$ cat src/rtl/bcd_seg_pkg.sv
// Shared types and constants for the two-digit multiplexed 7-segment scanner.
// Segment patterns are active-high, bit0=a .. bit6=g.
package bcd_seg_pkg;

    typedef enum logic [1:0] {
        S_D0 = 2'd0,
        S_G0 = 2'd1,
        S_D1 = 2'd2,
        S_G1 = 2'd3
    } scan_state_t;

    localparam logic [6:0] SEG_0   = 7'h3F;
    localparam logic [6:0] SEG_1   = 7'h06;
    localparam logic [6:0] SEG_2   = 7'h5B;
    localparam logic [6:0] SEG_3   = 7'h4F;
    localparam logic [6:0] SEG_4   = 7'h66;
    localparam logic [6:0] SEG_5   = 7'h6D;
    localparam logic [6:0] SEG_6   = 7'h7D;
    localparam logic [6:0] SEG_7   = 7'h07;
    localparam logic [6:0] SEG_8   = 7'h7F;
    localparam logic [6:0] SEG_9   = 7'h6F;
    localparam logic [6:0] SEG_E   = 7'h79;
    localparam logic [6:0] SEG_OFF = 7'h00;

    localparam int DIG_UNITS = 0;
    localparam int DIG_TENS  = 1;

    typedef struct packed {
        scan_state_t state;
        logic        pending;
        logic        digit_err;
    } scan_dbg_t;

    function automatic logic bcd_byte_bad(input logic [7:0] b);
        return (b[7:4] > 4'd9) || (b[3:0] > 4'd9);
    endfunction

endpackage

$ cat src/rtl/bcd_seg_scan_if.sv
// Upstream BCD handshake bundle between the binary-to-BCD converter and the scanner.
interface bcd_seg_scan_if;
    // A byte moves on a rising clock edge where bcd_valid && bcd_ready. The master
    // holds bcd_in stable while bcd_valid is high and not yet accepted; bcd_ready
    // never depends on bcd_valid.
    logic [7:0] bcd_in;
    logic       bcd_valid;
    logic       bcd_ready;

    modport master (output bcd_in, output bcd_valid, input  bcd_ready);
    modport slave  (input  bcd_in, input  bcd_valid, output bcd_ready);
endinterface

$ cat src/rtl/bcd_to_seg7.sv
// Combinational BCD nibble to active-high 7-segment pattern; values A-F show "E".
module bcd_to_seg7
    import bcd_seg_pkg::*;
(
    input  logic [3:0] nibble,
    output logic [6:0] seg,
    output logic       err
);

    always_comb begin
        seg = SEG_E;
        err = 1'b0;
        unique case (nibble)
            4'd0:    seg = SEG_0;
            4'd1:    seg = SEG_1;
            4'd2:    seg = SEG_2;
            4'd3:    seg = SEG_3;
            4'd4:    seg = SEG_4;
            4'd5:    seg = SEG_5;
            4'd6:    seg = SEG_6;
            4'd7:    seg = SEG_7;
            4'd8:    seg = SEG_8;
            4'd9:    seg = SEG_9;
            default: begin
                seg = SEG_E;
                err = 1'b1;
            end
        endcase
    end

endmodule

$ cat src/rtl/bcd_seg_scan.sv
// Two-digit multiplexed 7-segment driver with a one-deep pending buffer committed at
// frame boundaries. Optional leading-zero blanking: define BCD_SEG_LZB_EN.
module bcd_seg_scan
    import bcd_seg_pkg::*;
#(
    parameter int DIV            = 50000,
    parameter int GUARD          = 16,
    parameter bit SEG_ACTIVE_LOW = 1'b1,
    parameter bit DIG_ACTIVE_LOW = 1'b1
) (
    input  logic                 clk,
    input  logic                 rst_n,
    bcd_seg_scan_if.slave        bus,
    output logic [6:0]           seg,
    output logic [1:0]           dig_en,
    output logic                 bcd_err,
    output scan_dbg_t            dbg
);

    localparam int PH_MAX = (DIV > GUARD) ? DIV : GUARD;
    localparam int CNT_W  = (PH_MAX > 1) ? $clog2(PH_MAX) : 1;
    localparam logic [CNT_W-1:0] DIV_LAST   = CNT_W'(DIV - 1);
    localparam logic [CNT_W-1:0] GUARD_LAST = CNT_W'(GUARD - 1);
    localparam logic [6:0] SEG_XOR = SEG_ACTIVE_LOW ? 7'h7F : 7'h00;
    localparam logic [1:0] DIG_XOR = DIG_ACTIVE_LOW ? 2'b11 : 2'b00;

`ifdef BCD_SEG_LZB_EN
    localparam bit LZB_EN = 1'b1;
`else
    localparam bit LZB_EN = 1'b0;
`endif

    scan_state_t      state, state_nx;
    logic [CNT_W-1:0] cnt, cnt_nx;
    logic             phase_last;
    logic             pending;
    logic [7:0]       pend_reg;
    logic [7:0]       disp_reg;
    logic             transfer;
    logic             commit;
    logic [3:0]       digit_nib;
    logic [6:0]       digit_seg;
    logic             digit_err;
    logic             lit_units;
    logic             lit_tens;
    logic [6:0]       seg_ah;
    logic [1:0]       dig_ah;

    assign bus.bcd_ready = !pending;
    assign transfer      = bus.bcd_valid && !pending;
    assign commit        = (state == S_G1) && phase_last && pending;

    always_ff @(posedge clk) begin
        if (!rst_n) begin
            state <= S_D0;
            cnt   <= '0;
        end else begin
            state <= state_nx;
            cnt   <= cnt_nx;
        end
    end

    always_comb begin
        state_nx   = state;
        cnt_nx     = cnt + CNT_W'(1);
        phase_last = ((state == S_D0) || (state == S_D1)) ? (cnt == DIV_LAST)
                                                          : (cnt == GUARD_LAST);
        if (phase_last) begin
            cnt_nx = '0;
            unique case (state)
                S_D0:    state_nx = S_G0;
                S_G0:    state_nx = S_D1;
                S_D1:    state_nx = S_G1;
                default: state_nx = S_D0;
            endcase
        end
    end

    // transfer needs pending=0 and commit needs pending=1, so they are exclusive
    always_ff @(posedge clk) begin
        if (!rst_n) begin
            pending  <= 1'b0;
            pend_reg <= 8'h00;
            disp_reg <= 8'h00;
            bcd_err  <= 1'b0;
        end else if (transfer) begin
            pend_reg <= bus.bcd_in;
            pending  <= 1'b1;
        end else if (commit) begin
            disp_reg <= pend_reg;
            pending  <= 1'b0;
            bcd_err  <= bcd_byte_bad(pend_reg);
        end
    end

    assign digit_nib = (state == S_D1) ? disp_reg[7:4] : disp_reg[3:0];

    bcd_to_seg7 u_dec (
        .nibble (digit_nib),
        .seg    (digit_seg),
        .err    (digit_err)
    );

    assign lit_units = (state == S_D0);
    assign lit_tens  = (state == S_D1) && !(LZB_EN && (disp_reg[7:4] == 4'd0));

    always_comb begin
        dig_ah            = 2'b00;
        dig_ah[DIG_UNITS] = lit_units;
        dig_ah[DIG_TENS]  = lit_tens;
        seg_ah            = (lit_units || lit_tens) ? digit_seg : SEG_OFF;
    end

    // Output registers: one cycle behind the scan state, polarity applied here.
    always_ff @(posedge clk) begin
        if (!rst_n) begin
            seg    <= SEG_OFF ^ SEG_XOR;
            dig_en <= DIG_XOR;
        end else begin
            seg    <= seg_ah ^ SEG_XOR;
            dig_en <= dig_ah ^ DIG_XOR;
        end
    end

    always_comb begin
        dbg.state     = state;
        dbg.pending   = pending;
        dbg.digit_err = digit_err;
    end

endmodule

$ cat src/flat_wrapper.sv
// flat-port wrapper written by rule: the top's interface ports become plain ports
module bcd_seg_scan_flat import bcd_seg_pkg::*;
#(
    parameter int DIV            = 50000,
    parameter int GUARD          = 16,
    parameter bit SEG_ACTIVE_LOW = 1'b1,
    parameter bit DIG_ACTIVE_LOW = 1'b1
)
  (clk, rst_n, seg, dig_en, bcd_err, dbg, bus_bcd_in, bus_bcd_valid, bus_bcd_ready);
  bcd_seg_scan_if bus_i ();
  input  logic clk;
  input  logic rst_n;
  output logic [6:0] seg;
  output logic [1:0] dig_en;
  output logic bcd_err;
  output scan_dbg_t dbg;
  input wire logic [$bits(bus_i.bcd_in)-1:0] bus_bcd_in;
  input wire logic [$bits(bus_i.bcd_valid)-1:0] bus_bcd_valid;
  output wire logic [$bits(bus_i.bcd_ready)-1:0] bus_bcd_ready;
  assign bus_i.bcd_in = bus_bcd_in;
  assign bus_i.bcd_valid = bus_bcd_valid;
  assign bus_bcd_ready = bus_i.bcd_ready;
  bcd_seg_scan #(.DIV(DIV), .GUARD(GUARD), .SEG_ACTIVE_LOW(SEG_ACTIVE_LOW), .DIG_ACTIVE_LOW(DIG_ACTIVE_LOW)) u_core (.clk(clk), .rst_n(rst_n), .bus(bus_i), .seg(seg), .dig_en(dig_en), .bcd_err(bcd_err), .dbg(dbg));
endmodule
$ cat config.mk
export PLATFORM = sky130hd
export DESIGN_NAME = bcd_seg_scan_flat
export DESIGN_NICKNAME = d
export VERILOG_FILES = /design/src/rtl/bcd_seg_pkg.sv /design/src/rtl/bcd_seg_scan_if.sv /design/src/rtl/bcd_to_seg7.sv /design/src/rtl/bcd_seg_scan.sv /design/src/flat_wrapper.sv
export SDC_FILE = /design/constraint.sdc
export NUM_CORES = 1
export LEC_CHECK = 0
export CAP_MARGIN = 10
export CORE_MARGIN = 2
export CORE_UTILIZATION = 54
export CTS_CLUSTER_SIZE = 28
export DETAILED_ROUTE_END_ITERATION = 16
export PLACE_DENSITY = 0.82
export SETUP_SLACK_MARGIN = 0.02
export SLEW_MARGIN = 20
export SYNTH_ARGS = -nofsm -noshare
export SYNTH_HDL_FRONTEND = slang
export SYNTH_SLANG_ARGS = --single-unit
$ cat constraint.sdc
create_clock -name clk -period 2.6 [get_ports clk]
set_clock_uncertainty 0.15 [all_clocks]
set_input_delay 0.65 -clock clk [delete_from_list [all_inputs] [get_ports clk]]
set_output_delay 0.65 -clock clk [all_outputs]
set_load 0.005 [all_outputs]
==> impl_metrics.ini, run 1 <==
[yosys]
yosys.cell_types.count = 35
synth_edf_count = 0
netlist.area_leader.share_pct = 44.7
syn_nets = 232
yosysWarnings = 0
synth_commonest_cells = dfxtp_1, nand2_1, mux2i_1
syn_inst = 217
async_reset_ff_share_pct = 0
synth.area.top_cells = dfxtp_1, mux2i_1, nand2_1
synth-seq-cells = 45
yosysSeqAreaShare_pct = 44.7
syn_area_um2 = 2020
avgSynthCellArea_um2 = 9.29
yosysMostFrequentCell = dfxtp_1
synth_ff_type = dfxtp_1
yosys.area.top_type = dfxtp_1

[clocking]
cts_max_level = 2
cts_made_buffers = 5
clkLatencyLatePin_ns = 0.30
clk_pin_slew_ns = 0.08
cts_root_buf = clkbuf_8
clk_path_buf_depth = 2
clock-sinks = 45
cts_tree = yes

[pwr]
power_frac_comb_pct = 6.4
p_leak_uw = 0.000879
p_sw_uw = 281
sw_frac_of_total_pct = 23.0
power_uw = 1220
clkPwrFrac_pct = 34.8
irDropWorstVdd_v = 0.000363
p_int_uw = 943
p_seq_share_pct = 58.8
power_density_nw_per_um2 = 498

[detailed_routing]
drcViolationCount = 0
wire_per_inst_um = 13.0
viasPerCell = 5.44
drt-initial-drc-count = 51
drt-total-wl_mm = 3.85
ant_nets = 0
drtPass1Iterations = 4
vias = 1616

[critical_path]
path_max_fanout = 4
cpPeakStageDelay_ns = 0.34
path_class = reg -> out
worstSetupEndpointType = output port
critPathArrivalTime_ns = 1.63
r2r_setup_slack_ns = 0.33
slowest_stage = dfxtp_2
critical_path.top_delay_family = buffers and inverters
crit_buf_inv = 2
crit_chain = inv_1, ha_4, mux2i_4, a21oi_2, dlygate4sd2_1
crit_path_start_kind = flop
critPathRequiredTime_ns = 1.80

[floorplan]
num_io_pins = 26
design.core.area_um2 = 3630
fp.dieW_um = 65.1
dieArea_um2 = 4240
rows = 22
die_h_um = 65.1
start_util_pct = 55.5

[placed_design]
dp_hpwl_mm = 2.63
io_buffers = 25
routabilityCongestion = 0.840
place_ws_ns = 0.118

[run_status]
status = finished, final reports clean

[flow_run]
drv_cap = 0

[global_route]
grt_pass1_vias = 1400
overflow = 0
grt_pass1_wl_mm = 6.58
grt_max_degree = 25
antenna_found_initial = 0
grt_usage_pct = 20.2

[timing]
worst_slack_ns = 0.175
finalHoldViolations = 0
max_freq_ghz = 0.412
tns_ns = 0
period_needed_ns = 2.43
period_share_pct = 93.3
worst_slew_pin_slew_ns = 0.441
setup_viol = 0
drv_slew = 0
relSlewSlack_pct = 70.5
rsz0062_at_grt = false

[layout]
drive_above_1_share_pct = 12.4
layout.nets = 263
antennaDiodeCount = 0
syn_to_final_growth_pct = 21.9
largest_reg_flops = 16

[worst_hold_path]
hp-class = reg -> reg
final timing paths:
| path | from | end | depth (start not counted) |
|---|---|---|---|
| setup reg to reg | u_core.state[0] | u_core.disp_reg[5] | 8 |
| setup / recovery | u_core.state[0] | dbg[0] | 5 |
| hold reg to reg | u_core.bcd_err | u_core.bcd_err | 2 |
| hold / removal | u_core.bcd_err | u_core.bcd_err | 2 |
metal layers:
metal	part of all wire, %	vias up	track usage (%)
met4	1.8	0	9.11
met5	0	-	0
li1	-	812	-
met2	43	47	30.4
met1	49	749	26.9
met3	5.7	8	5.82
worst reg2reg max path: cells and delay by family (launching register included):
kind,cells,cell delay [ns]
compound gates,2,0.57
fa+ha+maj,1,0.21
buf+inv,3,0.59
flops,1,0.34
mux,1,0.20
simple gates,1,0.16
kinds of logic (layout without fill, tap and decap cells):
group / Yosys count / after routing / synth area share, %
compound gates: 21 / 21 / 7.51
mux: 27 / 27 / 13.7
buf+inv: 17 / 49 / 4.34
simple gates: 89 / 89 / 21.2
flops: 45 / 45 / 44.7
fa+ha+maj: 4 / 4 / 2.48
xor+xnor: 14 / 14 / 6.08
cell usage in the layout, fill, tap and decap left out, types with 2 or more instances in the layout:
cell             instances
mux2_2                   4
buf_4                   11
nor3_1                  18
nand4_1                  2
nor2_1                  15
inv_1                    4
clkbuf_8                 5
xor2_1                   4
mux2i_1                 20
nor4_1                   6
nand2_1                 35
clkbuf_1                 2
clkdlybuf4s50_1         24
dfxtp_1                 44
or3_1                    2
a21oi_1                  5
ha_1                     3
xnor2_1                 10
nand3_1                  6
o21ai_0                  8
power by group through the flow:
stage / clock network (uW) / logic, uW / registers (uW)
3_5_place_dp: 0 / 78.7 / 736
5_1_grt: 458 / 87.0 / 722
6_report: 426 / 78.2 / 720
4_1_cts: 430 / 79.3 / 720
3_3_place_gp: 0 / 76.5 / 735
2_1_floorplan: 0 / 40.2 / 733
area by class of cell:
class	instances	area (um2)
clock buffers	7	76.3
clock inverters	1	7.51
fillers	290	1180
inverters	5	18.8
multi-input cells	155	1060
flip-flops and latches	45	902
well taps	48	60.1
repair buffers	36	332
stage by stage:
| stage | util [%] | hold slack (ns) | std cells | area [um2] |
|---|---|---|---|---|
| final | 67.6 | 0.313 | 297 | 2460 |
| after global routing | 67.6 | 0.331 | 297 | 2460 |
| after CTS | 67.6 | 0.317 | 297 | 2460 |
| after detailed placement | 64.2 | 0.305 | 288 | 2330 |
| after global placement | 64.2 | 0.294 | 288 | 2330 |
| after floorplan | - | 0.287 | 217 | 2020 |
timing repair:
item                       4_1_cts  5_1_grt
resized for setup                8        0
setup endpoints to repair        1        0
buffers inserted                 1        0
hold buffers                     0        0
(Power assumes the default switching activity.)
==> inputs of run 2 (changes only) <==
ABC_AREA = 1   (was unset)
CORE_UTILIZATION = 55   (was 54)
PLACE_DENSITY = 0.83   (was 0.82)
==> impl_metrics.ini, run 2 <==
[yosys]
synth_edf_count = 0
syn_nets = 313
yosysWarnings = 0
yosysMostFrequentCell = nor2_1
synth.area.top_cells = dfxtp_1, nor2_1, nand2_1
netlist.area_leader.share_pct = 42.5
syn_inst = 298
yosysSeqAreaShare_pct = 42.5
yosys.area.top_type = dfxtp_1
async_reset_ff_share_pct = 0
synth_commonest_cells = nor2_1, nand2_1, dfxtp_1
synth_ff_type = dfxtp_1
synth-seq-cells = 45
avgSynthCellArea_um2 = 7.11
yosys.cell_types.count = 29
syn_area_um2 = 2120

[layout]
antennaDiodeCount = 0
instances_no_fill = 377
layout.nets = 343
final_cell_mix = nor2_1, nand2_1, dfxtp_1
drive_above_1_share_pct = 10.6
largest_reg_flops = 16
final_common_cell = nor2_1
syn_to_final_growth_pct = 18.7

[placed_design]
dp_hpwl_mm = 2.78
dp_cells = 369
io_buffers = 25
routabilityCongestion = 0.910

[critical_path]
path_max_fanout = 6
critPathArrivalTime_ns = 1.57
crit_path_start_kind = flop
critPathRequiredTime_ns = 1.80
worstSetupEndpointType = output port
path_class = reg -> out

[clocking]
cts_made_buffers = 5
cts_max_level = 2
cts_root_buf = clkbuf_8
clk_pin_slew_ns = 0.08
ctsHoldBuffers = 0
clk_path_buf_depth = 2
clkLatencyLatePin_ns = 0.30
cts_setup_buffers = 0
clock-sinks = 45
cts_tree = yes

[timing]
relSlewSlack_pct = 81.4
tns_ns = 0
finalHoldViolations = 0
period_share_pct = 91.1
max_freq_ghz = 0.422
rsz0062_at_grt = false
setup_viol = 0
period_needed_ns = 2.37
worst_slew_pin_slew_ns = 0.277
drv_slew = 0

[detailed_routing]
viasPerCell = 4.89
drt-total-wl_mm = 3.72
drt-initial-drc-count = 102
drtPass1Iterations = 4
vias = 1842
wire_per_inst_um = 9.86
ant_nets = 0
drcViolationCount = 0

[floorplan]
dieArea_um2 = 4360
design.core.area_um2 = 3690
num_io_pins = 26
start_util_pct = 57.4
rows = 22
die_h_um = 66.1
fp.dieW_um = 66.1

[worst_hold_path]
hp-class = reg -> reg

[pwr]
power_density_nw_per_um2 = 501
irDropWorstVdd_v = 0.000391
p_leak_uw = 0.00109

[global_route]
grt_pass1_wl_mm = 6.70
overflow = 0
antenna_found_initial = 0
grt_max_degree = 21
grt_pass1_vias = 1679
grt_usage_pct = 19.7

[run_status]
status = finished, final reports clean

[flow_run]
drv_cap = 0
run 2: changes by cell type in the layout (fill, tap and decap cells not counted), sizes merged, moves of 9 or more:
| cell | change |
|---|---|
| inv | +27 |
| nand2 | +37 |
| o21ai | +14 |
| xnor2 | -9 |
| nor2 | +58 |
| nand3 | +12 |
| mux2i | -22 |
| nor3 | -12 |
run 2: kinds of logic (layout without fill, tap and decap cells):
family	count (synthesis)	count (layout)	synth area share, %
AO/OA/AOI/OAI	30	30	7.38
XOR/XNOR	6	6	2.48
adder cells (fa/ha/maj)	4	4	2.36
buffers and inverters	39	70	8.86
flip-flops	45	45	42.5
AND/OR/NAND/NOR	174	174	36.4
run 2: power by group:
part / leakage [uW] / internal [uW] / total (uW) / switching (uW)
clock network: 0.0000542 / 240 / 466 / 226
logic: 0.000672 / 40.3 / 73.8 / 33.5
registers: 0.000368 / 709 / 720 / 11.2
total: 0.00109 / 989 / 1260 / 271
run 2: worst paths after layout:
kind | from | endpoint | slack, ns | cells after the start
min | u_core.cnt[0] | u_core.cnt[0] | 0.31 | 1
max reg2reg | u_core.state[0] | u_core.state[0] | 0.82 | 9
min reg2reg | u_core.cnt[0] | u_core.cnt[0] | 0.31 | 1
max | u_core.state[0] | dbg[0] | 0.23 | 9
run 2: cell type report:
cell class,instances,area [um2]
timing repair buffer,30,287
fill,320,1170
clock buffer,7,96.3
sequential,45,902
tap,48,60.1
multi-input combinational,214,1040
inverter,32,120
clock inverter,1,5.00
run 2: per-stage QoR:
stage / power (uW) / area [um2] / utilization [%] / hold WS (ns) / setup slack, ns
after CTS: 1270 / 2510 / 68.2 / 0.314 / 0.209
after detailed placement: 811 / 2400 / 65.0 / 0.295 / 0.0908
after floorplan: 775 / 2120 / - / 0.268 / 0.502
after global placement: 809 / 2400 / 65.0 / 0.281 / 0.162
after global routing: 1300 / 2510 / 68.2 / 0.342 / 0.0780
final: 1260 / 2510 / 68.2 / 0.312 / 0.230
run 2: what timing repair did:
action,in CTS,in global routing
hold endpoints to repair,0,0
endpoints found under the setup margin,1,0
gates resized for setup,6,0
run 2: routing by layer:
| layer | wire length, um | global-route usage, % |
|---|---|---|
| met1 | 1810 | 24.2 |
| met2 | 1670 | 33.5 |
| met3 | 191 | 4.94 |
| met4 | 46 | 7.14 |
| met5 | 0 | 0 |
run 2: worst max-delay path, cell delays in order, from the launching register on:
cell,delay [ns]
dfxtp_1,0.35
inv_2,0.06
ha_4,0.17
inv_2,0.09
nand2_1,0.06
nand2_1,0.07
nand2_1,0.07
inv_1,0.10
nor2_2,0.05
dlygate4sd2_1,0.25
==> inputs of run 3 (changes only) <==
CORE_UTILIZATION = 51   (was 55)
CTS_CLUSTER_DIAMETER = 40   (was unset)
HOLD_SLACK_MARGIN = 0.08   (was unset)
PLACE_DENSITY = 0.78   (was 0.83)
==> impl_metrics.ini, run 3 (synthesized netlist as in run 2, its figures left out) <==
[timing]
drv_slew = 0
period_needed_ns = 2.38
max_freq_ghz = 0.420
rsz0062_at_grt = false
period_share_pct = 91.6
relSlewSlack_pct = 82.0
finalHoldViolations = 0
worst_slew_pin_slew_ns = 0.268
setup_viol = 0
tns_ns = 0

[floorplan]
design.core.area_um2 = 4000
rows = 23
die_h_um = 68.4
fp.dieW_um = 68.4
start_util_pct = 53.0
dieArea_um2 = 4680
num_io_pins = 26

[detailed_routing]
ant_nets = 0
drt-initial-drc-count = 90
routed.top_layer = met4
dr_wl_met3_um = 221
drtPass1Iterations = 4
wl_met2_mm = 1.58
wl_met1_mm = 1.89
wire_per_inst_um = 9.94
viasPerCell = 4.81
drt-total-wl_mm = 3.77
vias = 1822
drcViolationCount = 0

[global_route]
grt_pass1_wl_mm = 6.52
grt_usage_pct = 18.7
antenna_found_initial = 0
overflow = 0
grt_pass1_vias = 1568
grt_max_degree = 21

[critical_path]
r2r-start = u_core.state[1]
worstSetupEndpointType = output port
crit_chain = inv_2, ha_4, inv_2, nand2_1, nand2_1, nand2_1, inv_1, nor2_2, dlygate4sd2_1
critical_path.top_delay_family = buffers and inverters
cpPeakStageDelay_ns = 0.35
slowest_stage = dfxtp_2
crit_path_start_kind = flop
crit_path_start = u_core.state[0]
critPathArrivalTime_ns = 1.58
path_class = reg -> out
critPathRequiredTime_ns = 1.80
crit_buf_inv = 4
path_max_fanout = 6
cp_common_cell = nand2_1

[pwr]
p_leak_uw = 0.00111
irDropWorstVdd_v = 0.000314
power_density_nw_per_um2 = 553

[clocking]
cts_made_buffers = 5
cts_max_level = 2
clk_path_buf_depth = 2
clk_pin_slew_ns = 0.09
cts_tree = yes
clkLatencyLatePin_ns = 0.30
clock-sinks = 45
cts_root_buf = clkbuf_8
ctsHoldBuffers = 0

[placed_design]
routabilityCongestion = 0.856
dp_hpwl_mm = 2.81
dp_cells = 371
io_buffers = 25

[layout]
layout.nets = 343
syn_to_final_growth_pct = 20.4
largest_reg_flops = 16
instances_no_fill = 379
final_cell_mix = nor2_1, nand2_1, dfxtp_1
fin_util_pct = 63.7
drive_above_1_share_pct = 10.6
final_common_cell = nor2_1
antennaDiodeCount = 0
fill_cells = 361

[worst_hold_path]
worstHoldStart = u_core.cnt[0]
hp-class = reg -> reg

[run_status]
status = finished, final reports clean

[flow_run]
drv_cap = 0
==> run 3: changes by cell type in the layout (fill, tap and decap cells not counted) <==
cell,change
bufinv_16,+2
clkbuf_8,-2
==> run 3: where the power goes <==
part | leakage (uW) | total [uW] | internal (uW) | switching [uW]
logic | 0.000672 | 73.3 | 40.1 | 33.2
registers | 0.000368 | 720 | 709 | 11.4
clock network | 0.0000681 | 617 | 382 | 235
total | 0.00111 | 1410 | 1130 | 280
==> run 3: worst paths after layout <==
path	end	slack, ns	cells after the start
min reg2reg	u_core.cnt[0]	0.30	1
max	dbg[0]	0.22	9
max reg2reg	u_core.state[0]	0.76	9
min	u_core.cnt[0]	0.30	1
==> run 3: area by class of cell <==
class                      count  area [um2]  area share, %
multi-input combinational    214        1040           41.0
tap                           50        62.6           2.45
inverter                      32         120           4.71
clock inverter                 3        65.1           2.55
timing repair buffer          30         287           11.2
clock buffer                   5        68.8           2.70
sequential                    45         902           35.4
==> run 3: per-stage QoR <==
step / worst slack, ns / area, um2 / total power (uW) / hold slack (ns)
2_1_floorplan: 0.502 / 2120 / 775 / 0.268
3_3_place_gp: 0.180 / 2400 / 809 / 0.281
3_5_place_dp: 0.130 / 2400 / 811 / 0.289
4_1_cts: 0.219 / 2550 / 1430 / 0.307
5_1_grt: 0.122 / 2550 / 1460 / 0.323
6_report: 0.218 / 2550 / 1410 / 0.300
==> run 3: worst reg2reg max path, stage by stage (launching register included) <==
cell and delay, ns:
dfxtp_1 0.38, buf_4 0.15, inv_1 0.04, ha_1 0.22
nor2_4 0.12, nand3_2 0.07, nand2_2 0.12, nand3_2 0.15
nand2_4 0.21, a22oi_1 0.10
==> run 3: what timing repair did <==
action,4_1_cts,5_1_grt
setup endpoints to repair,1,0
setup buffers,0,0
gates resized for setup,6,0
==> run 3: layer usage <==
metal	vias to the layer above	track usage (%)
li1	986	-
met5	-	0
met4	0	9.00
met3	6	5.92
met1	792	24.2
met2	38	27.9
